$ cat src/rtl/onion_pwm_fade_pkg.sv
// Shared constants and types for the PWM fade scheduler.
package onion_pwm_fade_pkg;

    // Word addresses (byte offset >> 2)
    localparam logic [7:0] ADR_CTRL        = 8'h00;
    localparam logic [7:0] ADR_PRESCALE    = 8'h01;
    localparam logic [7:0] ADR_STATUS      = 8'h02;
    localparam logic [7:0] ADR_TARGET_BASE = 8'h10;
    localparam logic [7:0] ADR_CUR_BASE    = 8'h20;

    // STATUS bit positions
    localparam int ST_BUSY    = 0;
    localparam int ST_OVERRUN = 1;
    localparam int ST_NAT_LSB = 8;

    typedef enum logic [1:0] {
        S_IDLE = 2'd0,
        S_EVAL = 2'd1,
        S_PUSH = 2'd2
    } fade_state_e;

    // Expand 4 byte strobes into a 32-bit bit mask
    function automatic logic [31:0] be_mask(input logic [3:0] be);
        return {{8{be[3]}}, {8{be[2]}}, {8{be[1]}}, {8{be[0]}}};
    endfunction

endpackage

$ cat src/rtl/onion_pwm_tick_gen.sv
// Prescaler: counts 0..prescale while enabled, single-cycle tick at terminal count.
module onion_pwm_tick_gen
    import onion_pwm_fade_pkg::*;
#(
    parameter int PRESCALE_W = 16
) (
    input  logic                  clk,
    input  logic                  rst_n,
    input  logic                  en,
    input  logic [PRESCALE_W-1:0] prescale,
    output logic                  tick
);

    logic [PRESCALE_W-1:0] cnt;

    // >= so a prescale lowered below the running count still terminates
    assign tick = en && (cnt >= prescale);

    // Counter is held at zero while disabled and restarts after each tick
    always_ff @(posedge clk or negedge rst_n) begin
        if (!rst_n)          cnt <= '0;
        else if (!en || tick) cnt <= '0;
        else                 cnt <= cnt + 1'b1;
    end

endmodule

$ cat src/rtl/onion_pwm_fade_sched.sv
// Wishbone-slave scheduler stepping NUM_CH PWM duties toward their targets once per tick.
module onion_pwm_fade_sched
    import onion_pwm_fade_pkg::*;
#(
    parameter int          NUM_CH             = 8,
    parameter int          DUTY_W             = 8,
    parameter int          PRESCALE_W         = 16,
    parameter logic [31:0] DEFAULT_READ_VALUE = 32'hBAD_FAB_AC
) (
    input  logic              WBs_CLK_i,
    input  logic              WBs_RST_i,
    input  logic [7:0]        WBs_ADR_i,
    input  logic              WBs_CYC_i,
    input  logic [3:0]        WBs_BYTE_STB_i,
    input  logic              WBs_WE_i,
    input  logic              WBs_STB_i,
    input  logic [31:0]       WBs_DAT_i,
    output logic [31:0]       WBs_DAT_o,
    output logic              WBs_ACK_o,
    output logic              PWM_WE_o,
    output logic [4:0]        PWM_CH_o,
    output logic [DUTY_W-1:0] PWM_DUTY_o,
    input  logic              PWM_RDY_i,
    output logic              BUSY_o
);

    localparam int               IDX_W    = (NUM_CH > 1) ? $clog2(NUM_CH) : 1;
    localparam logic [IDX_W-1:0] LAST_CH  = IDX_W'(NUM_CH - 1);
    localparam logic [7:0]       NUM_CH_B = 8'(NUM_CH);

    logic                               en, overrun, tick, tick_pending;
    logic [PRESCALE_W-1:0]              prescale;
    logic [NUM_CH-1:0][DUTY_W-1:0]      tgt, step, cur;
    fade_state_e                        state, state_nx;
    logic [IDX_W-1:0]                   ch, ch_nx;
    logic                               load, accept, pend_clr;
    logic [DUTY_W-1:0]                  next_duty;

    // ---------------- bus decode ----------------
    logic              req, wr, is_tgt, is_cur;
    logic [7:0]        tgt_off, cur_off;
    logic [IDX_W-1:0]  ti, ci;
    logic [31:0]       m, tword, tgt_mrg, pre_mrg, status;

    assign req     = WBs_CYC_i & WBs_STB_i;
    assign wr      = req & WBs_ACK_o & WBs_WE_i;
    assign tgt_off = WBs_ADR_i - ADR_TARGET_BASE;
    assign cur_off = WBs_ADR_i - ADR_CUR_BASE;
    assign is_tgt  = (WBs_ADR_i >= ADR_TARGET_BASE) && (tgt_off < NUM_CH_B);
    assign is_cur  = (WBs_ADR_i >= ADR_CUR_BASE) && (cur_off < NUM_CH_B);
    assign ti      = tgt_off[IDX_W-1:0];
    assign ci      = cur_off[IDX_W-1:0];
    assign m       = be_mask(WBs_BYTE_STB_i);

    // Register images used by both the read mux and byte-merged writes
    always_comb begin
        tword = '0;
        tword[DUTY_W-1:0] = tgt[ti];
        tword[DUTY_W+7:8] = step[ti];
        tgt_mrg = (tword & ~m) | (WBs_DAT_i & m);
        pre_mrg = (32'(prescale) & ~m) | (WBs_DAT_i & m);
        status = '0;
        status[ST_BUSY]    = BUSY_o;
        status[ST_OVERRUN] = overrun;
        for (int n = 0; n < NUM_CH; n++)
            if (ST_NAT_LSB + n < 32) status[ST_NAT_LSB + n] = (cur[n] != tgt[n]);
    end

    logic unused_bits;
    assign unused_bits = ^{tgt_mrg, pre_mrg};

    // Zero-wait read mux
    always_comb begin
        WBs_DAT_o = DEFAULT_READ_VALUE;
        if (is_tgt) WBs_DAT_o = tword;
        else if (is_cur) begin
            WBs_DAT_o = '0;
            WBs_DAT_o[DUTY_W-1:0] = cur[ci];
        end else begin
            case (WBs_ADR_i)
                ADR_CTRL:     WBs_DAT_o = {31'b0, en};
                ADR_PRESCALE: WBs_DAT_o = 32'(prescale);
                ADR_STATUS:   WBs_DAT_o = status;
                default:      ;
            endcase
        end
    end

    // Single-cycle registered acknowledge
    always_ff @(posedge WBs_CLK_i or negedge WBs_RST_i) begin
        if (!WBs_RST_i) WBs_ACK_o <= 1'b0;
        else            WBs_ACK_o <= req & ~WBs_ACK_o;
    end

    // Software-visible registers; a dropped tick beats a same-cycle W1C
    always_ff @(posedge WBs_CLK_i or negedge WBs_RST_i) begin
        if (!WBs_RST_i) begin
            en       <= 1'b0;
            prescale <= '0;
            overrun  <= 1'b0;
            tgt      <= '0;
            step     <= '0;
        end else begin
            if (wr) begin
                if (is_tgt) begin
                    tgt[ti]  <= tgt_mrg[DUTY_W-1:0];
                    step[ti] <= tgt_mrg[DUTY_W+7:8];
                end else if (WBs_ADR_i == ADR_CTRL && WBs_BYTE_STB_i[0])
                    en <= WBs_DAT_i[0];
                else if (WBs_ADR_i == ADR_PRESCALE)
                    prescale <= pre_mrg[PRESCALE_W-1:0];
                else if (WBs_ADR_i == ADR_STATUS && WBs_BYTE_STB_i[0] && WBs_DAT_i[ST_OVERRUN])
                    overrun <= 1'b0;
            end
            if (tick && tick_pending && !pend_clr) overrun <= 1'b1;
        end
    end

    onion_pwm_tick_gen #(.PRESCALE_W(PRESCALE_W)) u_tick (
        .clk      (WBs_CLK_i),
        .rst_n    (WBs_RST_i),
        .en       (en),
        .prescale (prescale),
        .tick     (tick)
    );

    // ---------------- step arithmetic ----------------
    logic [DUTY_W-1:0] cur_c, tgt_c, stp_c;
    logic [DUTY_W:0]   d_up, d_dn;
    assign cur_c = cur[ch];
    assign tgt_c = tgt[ch];
    assign stp_c = step[ch];
    assign d_up  = {1'b0, tgt_c} - {1'b0, cur_c};
    assign d_dn  = {1'b0, cur_c} - {1'b0, tgt_c};

    // One step toward target; step 0 or a remaining gap within step lands exactly on target
    always_comb begin
        next_duty = cur_c;
        if (tgt_c > cur_c)
            next_duty = (stp_c == '0 || d_up <= {1'b0, stp_c}) ? tgt_c : cur_c + stp_c;
        else if (tgt_c < cur_c)
            next_duty = (stp_c == '0 || d_dn <= {1'b0, stp_c}) ? tgt_c : cur_c - stp_c;
    end

    // ---------------- scan FSM ----------------
    // State register
    always_ff @(posedge WBs_CLK_i or negedge WBs_RST_i) begin
        if (!WBs_RST_i) begin
            state <= S_IDLE;
            ch    <= '0;
        end else begin
            state <= state_nx;
            ch    <= ch_nx;
        end
    end

    // Next-state logic
    always_comb begin
        state_nx = state;
        ch_nx    = ch;
        case (state)
            S_IDLE: if (pend_clr) begin
                ch_nx    = '0;
                state_nx = S_EVAL;
            end
            S_EVAL: begin
                if (!en)                 state_nx = S_IDLE;
                else if (load)           state_nx = S_PUSH;
                else if (ch == LAST_CH)  state_nx = S_IDLE;
                else                     ch_nx    = ch + 1'b1;
            end
            S_PUSH: if (accept) begin
                if (ch == LAST_CH || !en) state_nx = S_IDLE;
                else begin
                    ch_nx    = ch + 1'b1;
                    state_nx = S_EVAL;
                end
            end
            default: state_nx = S_IDLE;
        endcase
    end

    // Output/control decode
    always_comb begin
        pend_clr = (state == S_IDLE) && tick_pending && en;
        load     = (state == S_EVAL) && en && (next_duty != cur_c);
        accept   = (state == S_PUSH) && PWM_RDY_i;
    end

    assign BUSY_o = (state != S_IDLE);

    // Duty-write port, committed duties and the pending-tick flag
    always_ff @(posedge WBs_CLK_i or negedge WBs_RST_i) begin
        if (!WBs_RST_i) begin
            PWM_WE_o     <= 1'b0;
            PWM_CH_o     <= '0;
            PWM_DUTY_o   <= '0;
            cur          <= '0;
            tick_pending <= 1'b0;
        end else begin
            if (load) begin
                PWM_WE_o   <= 1'b1;
                PWM_CH_o   <= 5'(ch);
                PWM_DUTY_o <= next_duty;
            end else if (accept) begin
                PWM_WE_o <= 1'b0;
                cur[ch]  <= PWM_DUTY_o;
            end
            if (!en)           tick_pending <= 1'b0;
            else if (tick)     tick_pending <= 1'b1;
            else if (pend_clr) tick_pending <= 1'b0;
        end
    end

endmodule

$ cat config.mk
export PLATFORM = sky130hd
export DESIGN_NAME = onion_pwm_fade_sched
export DESIGN_NICKNAME = d
export VERILOG_FILES = /design/src/rtl/onion_pwm_fade_pkg.sv /design/src/rtl/onion_pwm_tick_gen.sv /design/src/rtl/onion_pwm_fade_sched.sv
export SDC_FILE = /design/constraint.sdc
export NUM_CORES = 1
export LEC_CHECK = 0
export ABC_CLOCK_PERIOD_IN_PS = 17800
export CAP_MARGIN = 15
export CORE_ASPECT_RATIO = 0.75
export CORE_MARGIN = 1.5
export CORE_UTILIZATION = 25
export DETAILED_ROUTE_END_ITERATION = 6
export SLEW_MARGIN = 20
export SYNTH_ARGS = -nofsm -noshare
export SYNTH_HDL_FRONTEND = slang
export SYNTH_SLANG_ARGS = --single-unit
export TNS_END_PERCENT = 5
$ cat constraint.sdc
create_clock -name WBs_CLK_i -period 17.8 [get_ports WBs_CLK_i]
set_input_delay 3.56 -clock WBs_CLK_i [delete_from_list [all_inputs] [get_ports WBs_CLK_i]]
set_output_delay 3.56 -clock WBs_CLK_i [all_outputs]
set_load 0.01 [all_outputs]
### After elaboration in Yosys (flattened, before gate mapping)

Index checks and enable logic that the tools add are counted.

| storage, ports and cells | value |
|---|---|
| bits in writable memories | 0 |
| logic and storage cells | 184 |
| bits in latches | 0 |
| bits in registers | 245 |
| memories kept | 0 |
| ROM bits | 0 |
| output and inout port bits | 48 |

| cells by class | value |
|---|---|
| bitwise logic cells | 14 |
| div/mod/pow operators | 0 |
| shift operators | 0 |
| eq/ne operators | 25 |
| add/subtract/negate cells | 8 |
| order comparisons | 14 |
| muxes and demuxes | 52 |
| reductions and logical operators | 36 |
| $mul | 0 |

Operators with widths:

| operator | count |
|---|---|
| 64-bit bitwise mux | 3 |
| 8-bit binary-select mux with 3-bit select | 6 |
| 8-bit two-way mux | 12 |
| 32-bit one-hot mux with 3 select lines | 1 |
| 8-bit inequality test | 9 |
| 32-bit two-way mux | 2 |
| 16-bit AND | 3 |
| 8-bit demux with 3-bit select | 2 |
| 16-bit OR | 2 |
| 9-bit by 8-bit less-or-equal comparator with 1-bit output | 2 |
| 3-bit two-way mux | 6 |
| 8-bit by 8-bit subtractor with 9-bit output | 2 |
| 16-bit by 1-bit adder with 16-bit output (second input constant) | 1 |
| 16-bit greater-or-equal comparator | 1 |
| 8-bit logical NOT | 2 |
| 8-bit by 4-bit < comparator with 1-bit output (second input constant) | 2 |
| 16-bit two-way mux | 1 |
| 16-bit NOT | 1 |
| 1-bit logical AND | 15 |
| 3-bit by 4-bit < comparator with 1-bit output (second input constant) | 3 |
| 1-bit two-way mux | 12 |
| 2-bit inequality test (second input constant) | 6 |
| 2-bit two-way mux | 5 |
| 3-bit one-hot mux with 3 select lines | 1 |
| other kinds (31) | 49 |

### Depth between registers and ports, before layout

Gate-level depths: netlist (run 1).

| depth | value |
|---|---|
| depth in word-level cells | 13 |
| mapped depth | 35 |

### By module

Synthesis (run 1) repeated with hierarchy kept, for this count alone.

| unflattened totals | value |
|---|---|
| cells, all modules | 1460 |
| area, all modules | 16671.0 sq um |

By module, submodules not included:

| module | times used | cells each | area each (sq um) | sequential area each (sq um) |
|---|---|---|---|---|
| onion_pwm_fade_sched | 1 | 1333 | 15522.4 | 5730.5 |
| onion_pwm_tick_gen | 1 | 127 | 1148.6 | 400.4 |

### Worst setup path after synthesis (run 1)

OpenSTA, ideal clock, no wires.

| timing path | value |
|---|---|
| path kind | input to output |
| start | input WBs_ADR_i[0] |
| end | output WBs_DAT_o[15] |
| cell stages on the path | 7 |
| path slack | 7679 ps |
| data arrival time | 6561 ps |
| cell sequence | clkbuf_1 > clkbuf_1 > buf_1 > nor3_1 > nor3_1 > a211oi_1 > o21ai_0 |

| on the way | value |
|---|---|
| cells in the longest elaborated chain, start to end | 5 |
| elaborated cells between the ends (all ways) | 16 |
| classes of those cells | 2 x add/sub; 4 x order compare; 2 x eq/ne; 5 x mux; 3 x reduce/logical |

RTL lines:

| element | line | text |
|---|---|---|
| start, declared | onion_pwm_fade_sched.sv:12 | `input logic [7:0] WBs_ADR_i,` |
| 8-bit by 6-bit subtractor with 8-bit output | onion_pwm_fade_sched.sv:48 | `assign cur_off = WBs_ADR_i - ADR_CUR_BASE;` |
| 8-bit by 4-bit < comparator with 1-bit output | onion_pwm_fade_sched.sv:50 | `assign is_cur = (WBs_ADR_i >= ADR_CUR_BASE) && (cur_off < NUM_CH_B);` |
| 1-bit logical AND | onion_pwm_fade_sched.sv:50 |  |
| 32-bit two-way mux | onion_pwm_fade_sched.sv:76 | `else if (is_cur) begin` |
| 32-bit two-way mux * | onion_pwm_fade_sched.sv:75 | `if (is_tgt) WBs_DAT_o = tword;` |
| end, declared | onion_pwm_fade_sched.sv:18 | `output logic [31:0] WBs_DAT_o,` |

Mark *: on every way between the ends. The rest lies on a longest branch, timed or not. The select of a mux whose other input is x is not followed.

### Worst setup path in the final report (run 1)

| timing path | value |
|---|---|
| start | input WBs_ADR_i[5] |
| end | output WBs_DAT_o[10] |

Same word-level chain as after synthesis.

==> results of run 1 <==
## cell usage in the layout, fill, tap and decap left out, drive strengths merged, types with 18 or more instances in the layout
master,count
o21ai,56
clkdlybuf4s50,69
nand4,18
nand2,94
mux2i,49
a21oi,71
xor2,39
ha,70
buf,32
dfrtp,245
clkbuf,40
mux4,68
a21o,23
mux2,224
nand3,30
inv,71
nor3,19
nor2,57
xnor2,64
## state kept, by name, indices dropped and copies added, names as in the netlist, named ones only
signal,cells
PWM_CH_o,3
PWM_DUTY_o,8
PWM_WE_o,1
WBs_ACK_o,1
ch,3
cur,64
en,1
overrun,1
state,2
step,64
tgt,64
tick_pending,1
u_tick.cnt,16
## power breakdown
group / total (mW) / leakage, nW / internal, mW / switching [mW]
registers: 0.728 / 3.28 / 0.613 / 0.114
clock network: 0.577 / 0.438 / 0.336 / 0.241
logic: 1.49 / 5.19 / 0.587 / 0.901
## worst max-delay path, stage by stage
cell	delay, ns
sky130_fd_sc_hd__clkdlybuf4s50_1	0.44
sky130_fd_sc_hd__nor3_1	0.54
sky130_fd_sc_hd__nand2_1	0.24
sky130_fd_sc_hd__nor3_1	0.42
sky130_fd_sc_hd__nand2_1	0.42
sky130_fd_sc_hd__a21oi_1	0.66
sky130_fd_sc_hd__a221o_1	0.21
sky130_fd_sc_hd__clkdlybuf4s50_1	0.55
## final timing paths
check                                    start                         end  slack [ns]  cells after the start
max                               WBs_ADR_i[5]               WBs_DAT_o[10]        7.19                      8
min                        WBs_ACK_o$_DFF_PN0_         WBs_ACK_o$_DFF_PN0_        0.47                      1
max reg2reg                  ch[2]$_DFFE_PN0P_         cur[43]$_DFFE_PN0P_        9.04                     23
min reg2reg                WBs_ACK_o$_DFF_PN0_         WBs_ACK_o$_DFF_PN0_        0.47                      1
max in group asynchronous            WBs_RST_i           ch[1]$_DFFE_PN0P_       12.35                      3
min in group asynchronous            WBs_RST_i  asynchronous set/reset pin        3.03                      1
## layout make-up
cell class              count  area, µm²
fillers                  6909      47700
clock buffers              40        793
flip-flops and latches    245       6130
multi-input cells        1113      10100
inverters                  73        274
repair buffers            101        933
well taps                 882       1100
clock inverters             7        106
## cells by family (layout without fill, tap and decap cells)
logic type | count (synthesis) | in the layout | synth area share
AO/OA/AOI/OAI | 284 | 284 | 0.118
flip-flops | 245 | 245 | 0.360
AND/OR/NAND/NOR | 304 | 304 | 0.0894
buffers and inverters | 174 | 221 | 0.0498
XOR/XNOR | 104 | 104 | 0.0543
multiplexers | 341 | 341 | 0.272
adder cells (fa/ha/maj) | 74 | 74 | 0.0562
other | 1 | 6 | 0.000220
## per-layer routing
layer | routed length, µm | GRT usage | vias to the layer above | share of wire
met5 | 12 | 0 | - | 0.00021
met3 | 5690 | 0.0501 | 92 | 0.098
met4 | 1300 | 0.0352 | 2 | 0.022
li1 | - | - | 5694 | -
met1 | 27600 | 0.246 | 6830 | 0.48
met2 | 23300 | 0.223 | 611 | 0.40
## per-stage QoR
stage | std cells | utilization
final | 2461 | 0.290
after CTS | 2461 | 0.290
after global routing | 2461 | 0.290
after detailed placement | 2414 | 0.276
after floorplan | 1532 | -
after global placement | 2414 | 0.276
## synth_stat cells, types with 23 or more instances
| cell type | n |
|---|---|
| sky130_fd_sc_hd__a21oi_1 | 69 |
| sky130_fd_sc_hd__dfrtp_1 | 245 |
| sky130_fd_sc_hd__xnor2_1 | 64 |
| sky130_fd_sc_hd__nand2_1 | 94 |
| sky130_fd_sc_hd__mux4_2 | 65 |
| sky130_fd_sc_hd__nor2_1 | 55 |
| sky130_fd_sc_hd__nand3_1 | 29 |
| sky130_fd_sc_hd__o21ai_0 | 55 |
| sky130_fd_sc_hd__mux2_2 | 203 |
| sky130_fd_sc_hd__inv_1 | 65 |
| sky130_fd_sc_hd__mux2i_1 | 48 |
| sky130_fd_sc_hd__xor2_1 | 39 |
| sky130_fd_sc_hd__clkbuf_1 | 48 |
| sky130_fd_sc_hd__a21o_1 | 23 |
| sky130_fd_sc_hd__ha_1 | 70 |
==> insert_results.sql, run 1 <==
INSERT INTO impl_metrics (metric_group, metric, value, unit) VALUES
('run_status', 'result_of_the_run', 'completed', ''),
('grt', 'grt_overflow_total', '0', ''),
('clock_tree', 'tritoncts_clock_tree', 'yes', ''),
('clock_tree', 'postCtsSetupBuffers', '0', ''),
('synthesis', 'ys_warn_count', '0', ''),
('route', 'dr.pass1.iters', '7', ''),
('timing', 'max_slew_margin', '0.229', ''),
('timing', 'tns', '0', 'ns'),
('setup_path', 'cp.required', '14.24', 'ns'),
('synthesis', 'cell_count_after_synthesis', '1527', ''),
('die', 'die-width', '304', 'µm'),
('die', 'floorplan.initialDensity', '0.254', ''),
('clock_tree', 'post_cts_hold_buffer_count', '0', ''),
('timing', 'part_of_the_cycle_the_worst_path_needs', '0.596', ''),
('timing', 'finalSetupViolations', '0', ''),
('route', 'drt_drc_violations_left', '0', ''),
('setup_path', 'setup.worst_path.start_class', 'input pin', ''),
('timing', 'layout_setup_ws', '7.19', 'ns'),
('clock_tree', 'clock_sinks', '245', ''),
('grt', 'global_route_usage_sum', '0.163', ''),
('timing', 'final_hold_viol_count', '0', ''),
('power', 'fin_total_pwr', '2.79', 'mW'),
('die', 'core_region_area', '67100', 'µm²'),
('clock_tree', 'clock_tree.buffer_depth', '3', ''),
('layout', 'area_delta_synth_final', '14.2', '%'),
('clock_tree', 'cts_resized', '0', ''),
('setup_path', 'cp_data_arrival_time', '7.05', 'ns'),
('die', 'die_area', '69700', 'µm²'),
('timing', 'min_period', '10.61', 'ns'),
('timing', 'timing_worst_slew_pin_value', '1.15', 'ns'),
('setup_path', 'worstSetupEndpointType', 'output pin', ''),
('synthesis', 'proportion_of_synthesized_chip_area_in_sequential_cells', '0.360', ''),
('clock_tree', 'cts_inserted_buffers', '26', ''),
('timing', 'clock_skew', '0.0171', 'ns'),
('route', 'detail_route.wl_per_cell', '23.6', 'µm'),
('layout', 'final_net_count', '1684', ''),
('synthesis', 'netlist-cell-type-count', '92', ''),
('timing', 'finalHoldWorstSlack', '0.466', 'ns'),
('timing', 'grt_setup_unrepaired', 'false', ''),
('min_path', 'worst_hold_path_type', 'register to register', ''),
('layout', 'antenna_cells', '0', ''),
('clock_tree', 'cts_htree_levels', '1', ''),
('die', 'rows', '82', ''),
('grt', 'grt_first_pass_wirelength', '86800', 'µm'),
('layout', 'final_area', '19400', 'µm²'),
('clock_tree', 'clk_pin_slew', '0.06', 'ns'),
('power', 'power.ir.vdd_worst', '0.0000808', 'V'),
('timing', 'maxClockFrequency', '94.3', 'MHz'),
('route', 'route.final.wire_length', '58000', 'µm'),
('synthesis', 'synth_largest_type_area_fraction', '0.360', ''),
('setup_path', 'cp_max_fo', '9', ''),
('synthesis', 'netlist_area', '17000', 'µm²'),
('die', 'ios', '98', ''),
('synthesis', 'synthesis.area_per_instance', '11.1', 'µm²'),
('clock_tree', 'clock_insertion_delay_worst_skew', '0.56', 'ns'),
('flow_run', 'timing.max_cap.violations', '0', ''),
('synthesis', 'ys_async_sr_fraction', '1.00', ''),
('die', 'fp.dieH', '229', 'µm'),
('synthesis', 'post_synth_main_area_contributors', 'sky130_fd_sc_hd__dfrtp_1, sky130_fd_sc_hd__mux2_2, sky130_fd_sc_hd__mux4_2', ''),
('synthesis', 'synth_edf_count', '0', ''),
('power', 'cellLeakagePower', '8.91', 'nW'),
('placed_design', 'dp.final_hpwl', '42300', 'µm'),
('route', 'drt.antenna.violating_nets', '0', ''),
('grt', 'grt_pass1_vias', '13000', ''),
('layout', 'layout_cell_share_with_drive_strength_beyond_1', '0.253', ''),
('placed_design', 'pre_cts_ws', '7.26', 'ns'),
('route', 'detailedRoute.firstIterationViolations', '1331', ''),
('placed_design', 'portBuffers', '73', ''),
('grt', 'grt_antenna_before_repair', '1', ''),
('synthesis', 'top_flip_flop_cell_by_instance_count_after_synthesis', 'sky130_fd_sc_hd__dfrtp_1', ''),
('clock_tree', 'clock-root-buffer', 'sky130_fd_sc_hd__clkbuf_16', ''),
('power', 'power.density_cell_area', '144', 'nW/µm²'),
('synthesis', 'synthDominantAreaCellType', 'sky130_fd_sc_hd__dfrtp_1', ''),
('setup_path', 'worstSetupPathType', 'input pin to output pin', ''),
('grt', 'maximum_number_of_pins_on_one_net_before_global_route_repair', '107', ''),
('placed_design', 'placed_area', '18500', 'µm²'),
('route', 'routed_via_density', '5.38', ''),
('route', 'via_count', '13200', ''),
('synthesis', 'ys_ff_latch', '245', ''),
('timing', 'timing.final.max_slew_violations', '0', ''),
('placed_design', 'place.gp.congestion', '0.940', '');
(Power assumes the default switching activity.)
==> run 2, diff against run 1 <==
Settings changed: ABC_CLOCK_PERIOD_IN_PS 17800 to 9100.
Clock period 17.8 ns to 9.1 ns, I/O delays scaled along.
==> run 2 against run 1 <==
  * Combinational power up 93%
  * Via count down 0.92%
  * Hold slack worse by 0.0070 ns
  * Global-route usage down 0.12 points
  * Clock power up 87%
  * Flip-flop and latch count unchanged
  * Setup slack worse by 6.3 ns
  * Non-clock buffer count up 3
  * Final cell count up 0.12%
  * Routed wire length down 0.96%
==> insert_results.sql, run 2 (synthesized netlist as in run 1, its figures left out) <==
INSERT INTO impl_metrics (metric_group, metric, value, unit) VALUES
('run_status', 'result_of_the_run', 'completed', ''),
('setup_path', 'worstSetupPathType', 'register to register', ''),
('timing', 'timing_worst_slew_pin_value', '1.19', 'ns'),
('placed_design', 'dp.final_hpwl', '43300', 'µm'),
('placed_design', 'pre_cts_ws', '1.02', 'ns'),
('placed_design', 'place.gp.congestion', '0.963', ''),
('clock_tree', 'clock-root-buffer', 'sky130_fd_sc_hd__clkbuf_16', ''),
('route', 'detailedRoute.firstIterationViolations', '1235', ''),
('route', 'routed_via_density', '5.32', ''),
('min_path', 'worst_hold_path_type', 'register to register', ''),
('setup_path', 'cp_top_family', 'compound AO/OA/AOI/OAI gates', ''),
('grt', 'grt_pass1_vias', '13000', ''),
('grt', 'grt_antenna_before_repair', '2', ''),
('grt', 'global_route_usage_sum', '0.162', ''),
('clock_tree', 'clock_insertion_delay_worst_skew', '0.56', 'ns'),
('setup_path', 'worstSetupEndpointType', 'register', ''),
('clock_tree', 'tritoncts_clock_tree', 'yes', ''),
('power', 'power.clock.fraction', '0.199', ''),
('power', 'intPower', '2.97', 'mW'),
('setup_path', 'slowest_stage', 'sky130_fd_sc_hd__nor2_1', ''),
('die', 'core_region_area', '67100', 'µm²'),
('route', 'drt_drc_violations_left', '0', ''),
('route', 'dr.pass1.iters', '7', ''),
('power', 'cellLeakagePower', '8.90', 'nW'),
('die', 'rows', '82', ''),
('die', 'die-width', '304', 'µm'),
('route', 'route.final.wire_length', '57400', 'µm'),
('clock_tree', 'clk_pin_slew', '0.07', 'ns'),
('power', 'netSwitchingFraction', '0.449', ''),
('flow_run', 'timing.max_cap.violations', '0', ''),
('clock_tree', 'cts_resized', '0', ''),
('die', 'ios', '98', ''),
('die', 'floorplan.initialDensity', '0.254', ''),
('timing', 'timing.final.max_slew_violations', '0', ''),
('layout', 'layout.cells.most_common', 'sky130_fd_sc_hd__dfrtp_1', ''),
('power', 'power.density_cell_area', '278', 'nW/µm²'),
('power', 'power.ir.vdd_worst', '0.000166', 'V'),
('setup_path', 'cp.required', '9.53', 'ns'),
('die', 'die_area', '69700', 'µm²'),
('route', 'via_count', '13100', ''),
('grt', 'grt_overflow_total', '0', ''),
('clock_tree', 'cts_inserted_buffers', '25', ''),
('timing', 'tns', '0', 'ns'),
('timing', 'maxClockFrequency', '121', 'MHz'),
('setup_path', 'crit_path_cell_trace', 'nor2_1 > a22oi_1 > o22ai_1 > inv_1 > fa_1 > nand2b_1 > a21oi_1 > a21o_1 > a21oi_1 > xnor2_1 > ha_1 > a21o_1 > a21oi_1 > nand3_1 > a21oi_1 > nor4_1 > o22ai_1 > o2111a_1 > o2111ai_1 > o41a_1 > or4_1 > mux2_2', ''),
('clock_tree', 'clock_sinks', '245', ''),
('layout', 'layout_cell_share_with_drive_strength_beyond_1', '0.256', ''),
('power', 'combinationalPowerShare', '0.534', ''),
('clock_tree', 'clock_tree.buffer_depth', '3', ''),
('setup_path', 'cp_data_arrival_time', '8.67', 'ns'),
('setup_path', 'setup.worst_path.start_class', 'register', ''),
('setup_path', 'path_common_cell', 'sky130_fd_sc_hd__a21oi_1', ''),
('timing', 'final_hold_viol_count', '0', ''),
('power', 'p_switching', '2.43', 'mW'),
('clock_tree', 'cts_htree_levels', '1', ''),
('timing', 'max_slew_margin', '0.201', ''),
('layout', 'final_net_count', '1686', ''),
('setup_path', 'critical-path-max-stage-delay', '1.01', 'ns'),
('placed_design', 'portBuffers', '73', ''),
('die', 'fp.dieH', '229', 'µm'),
('timing', 'grt_setup_unrepaired', 'false', ''),
('layout', 'layout_top_registers', 'cur: 64 flops, step: 64 flops, tgt: 64 flops', ''),
('layout', 'layoutNonFillerInstCount', '2464', ''),
('layout', 'mostFrequentLayoutCells', 'sky130_fd_sc_hd__dfrtp_1, sky130_fd_sc_hd__mux2_2, sky130_fd_sc_hd__nand2_1', ''),
('placed_design', 'count_of_placed_standard_cells_including_taps', '2417', ''),
('timing', 'finalSetupViolations', '0', ''),
('layout', 'area_delta_synth_final', '14.0', '%'),
('timing', 'min_period', '8.24', 'ns'),
('power', 'sequential_fraction_of_design_power', '0.266', ''),
('route', 'detail_route.wl_per_cell', '23.3', 'µm'),
('grt', 'grt_first_pass_wirelength', '86100', 'µm'),
('setup_path', 'path_buf_inv', '1', ''),
('grt', 'maximum_number_of_pins_on_one_net_before_global_route_repair', '103', ''),
('timing', 'part_of_the_cycle_the_worst_path_needs', '0.906', ''),
('clock_tree', 'post_cts_hold_buffer_count', '0', ''),
('route', 'drt.antenna.violating_nets', '0', ''),
('setup_path', 'cp_max_fo', '29', ''),
('timing', 'layout_setup_ws', '0.859', 'ns'),
('timing', 'clock_skew', '0.0156', 'ns'),
('clock_tree', 'postCtsSetupBuffers', '0', '');
==> run 2: final timing paths <==
kind | from | slack [ns] | end | depth (start not counted)
setup / recovery | ch[0]$_DFFE_PN0P_ | 0.86 | cur[57]$_DFFE_PN0P_ | 22
hold / removal | WBs_ACK_o$_DFF_PN0_ | 0.46 | WBs_ACK_o$_DFF_PN0_ | 1
setup reg to reg | ch[0]$_DFFE_PN0P_ | 0.86 | cur[57]$_DFFE_PN0P_ | 22
hold reg to reg | WBs_ACK_o$_DFF_PN0_ | 0.46 | WBs_ACK_o$_DFF_PN0_ | 1
max in group asynchronous | WBs_RST_i | 6.28 | ch[2]$_DFFE_PN0P_ | 2
min in group asynchronous | WBs_RST_i | 1.29 | u_tick.cnt[11]$_DFF_PN0_ | 1
==> run 2: cell type report <==
cell class                 count  area, µm²
multi-input combinational   1113      10100
clock inverter                12        119
antenna                        1       2.50
clock buffer                  34        719
timing repair buffer         104        956
sequential                   245       6130
tap                          882       1100
fill                        6953      47700
inverter                      73        274
==> run 2: routing by layer <==
metal,share of wire,up-vias,track usage
li1,-,5704,-
met1,0.48,6757,0.246
met2,0.40,573,0.224
met3,0.087,71,0.0414
met4,0.021,2,0.0358
met5,0.0020,-,0.0116
==> run 2: power by group through the flow <==
| stage | Combinational (mW) | Sequential, mW | Clock [mW] |
|---|---|---|---|
| 2_1_floorplan | 2.05 | 1.33 | 0 |
| 6_report | 2.88 | 1.44 | 1.08 |
| 3_3_place_gp | 2.81 | 1.43 | 0 |
| 4_1_cts | 2.85 | 1.43 | 1.10 |
| 5_1_grt | 3.15 | 1.45 | 1.14 |
| 3_5_place_dp | 2.83 | 1.44 | 0 |
==> run 2: through the flow <==
stage / hold slack [ns] / util / total power [mW] / instance area, µm²
after floorplan: 0.481 / - / 3.38 / 17000
after detailed placement: 0.450 / 0.277 / 4.28 / 18600
final: 0.459 / 0.289 / 5.40 / 19400
after CTS: 0.462 / 0.289 / 5.37 / 19400
after global placement: 0.453 / 0.277 / 4.24 / 18600
after global routing: 0.472 / 0.289 / 5.73 / 19400
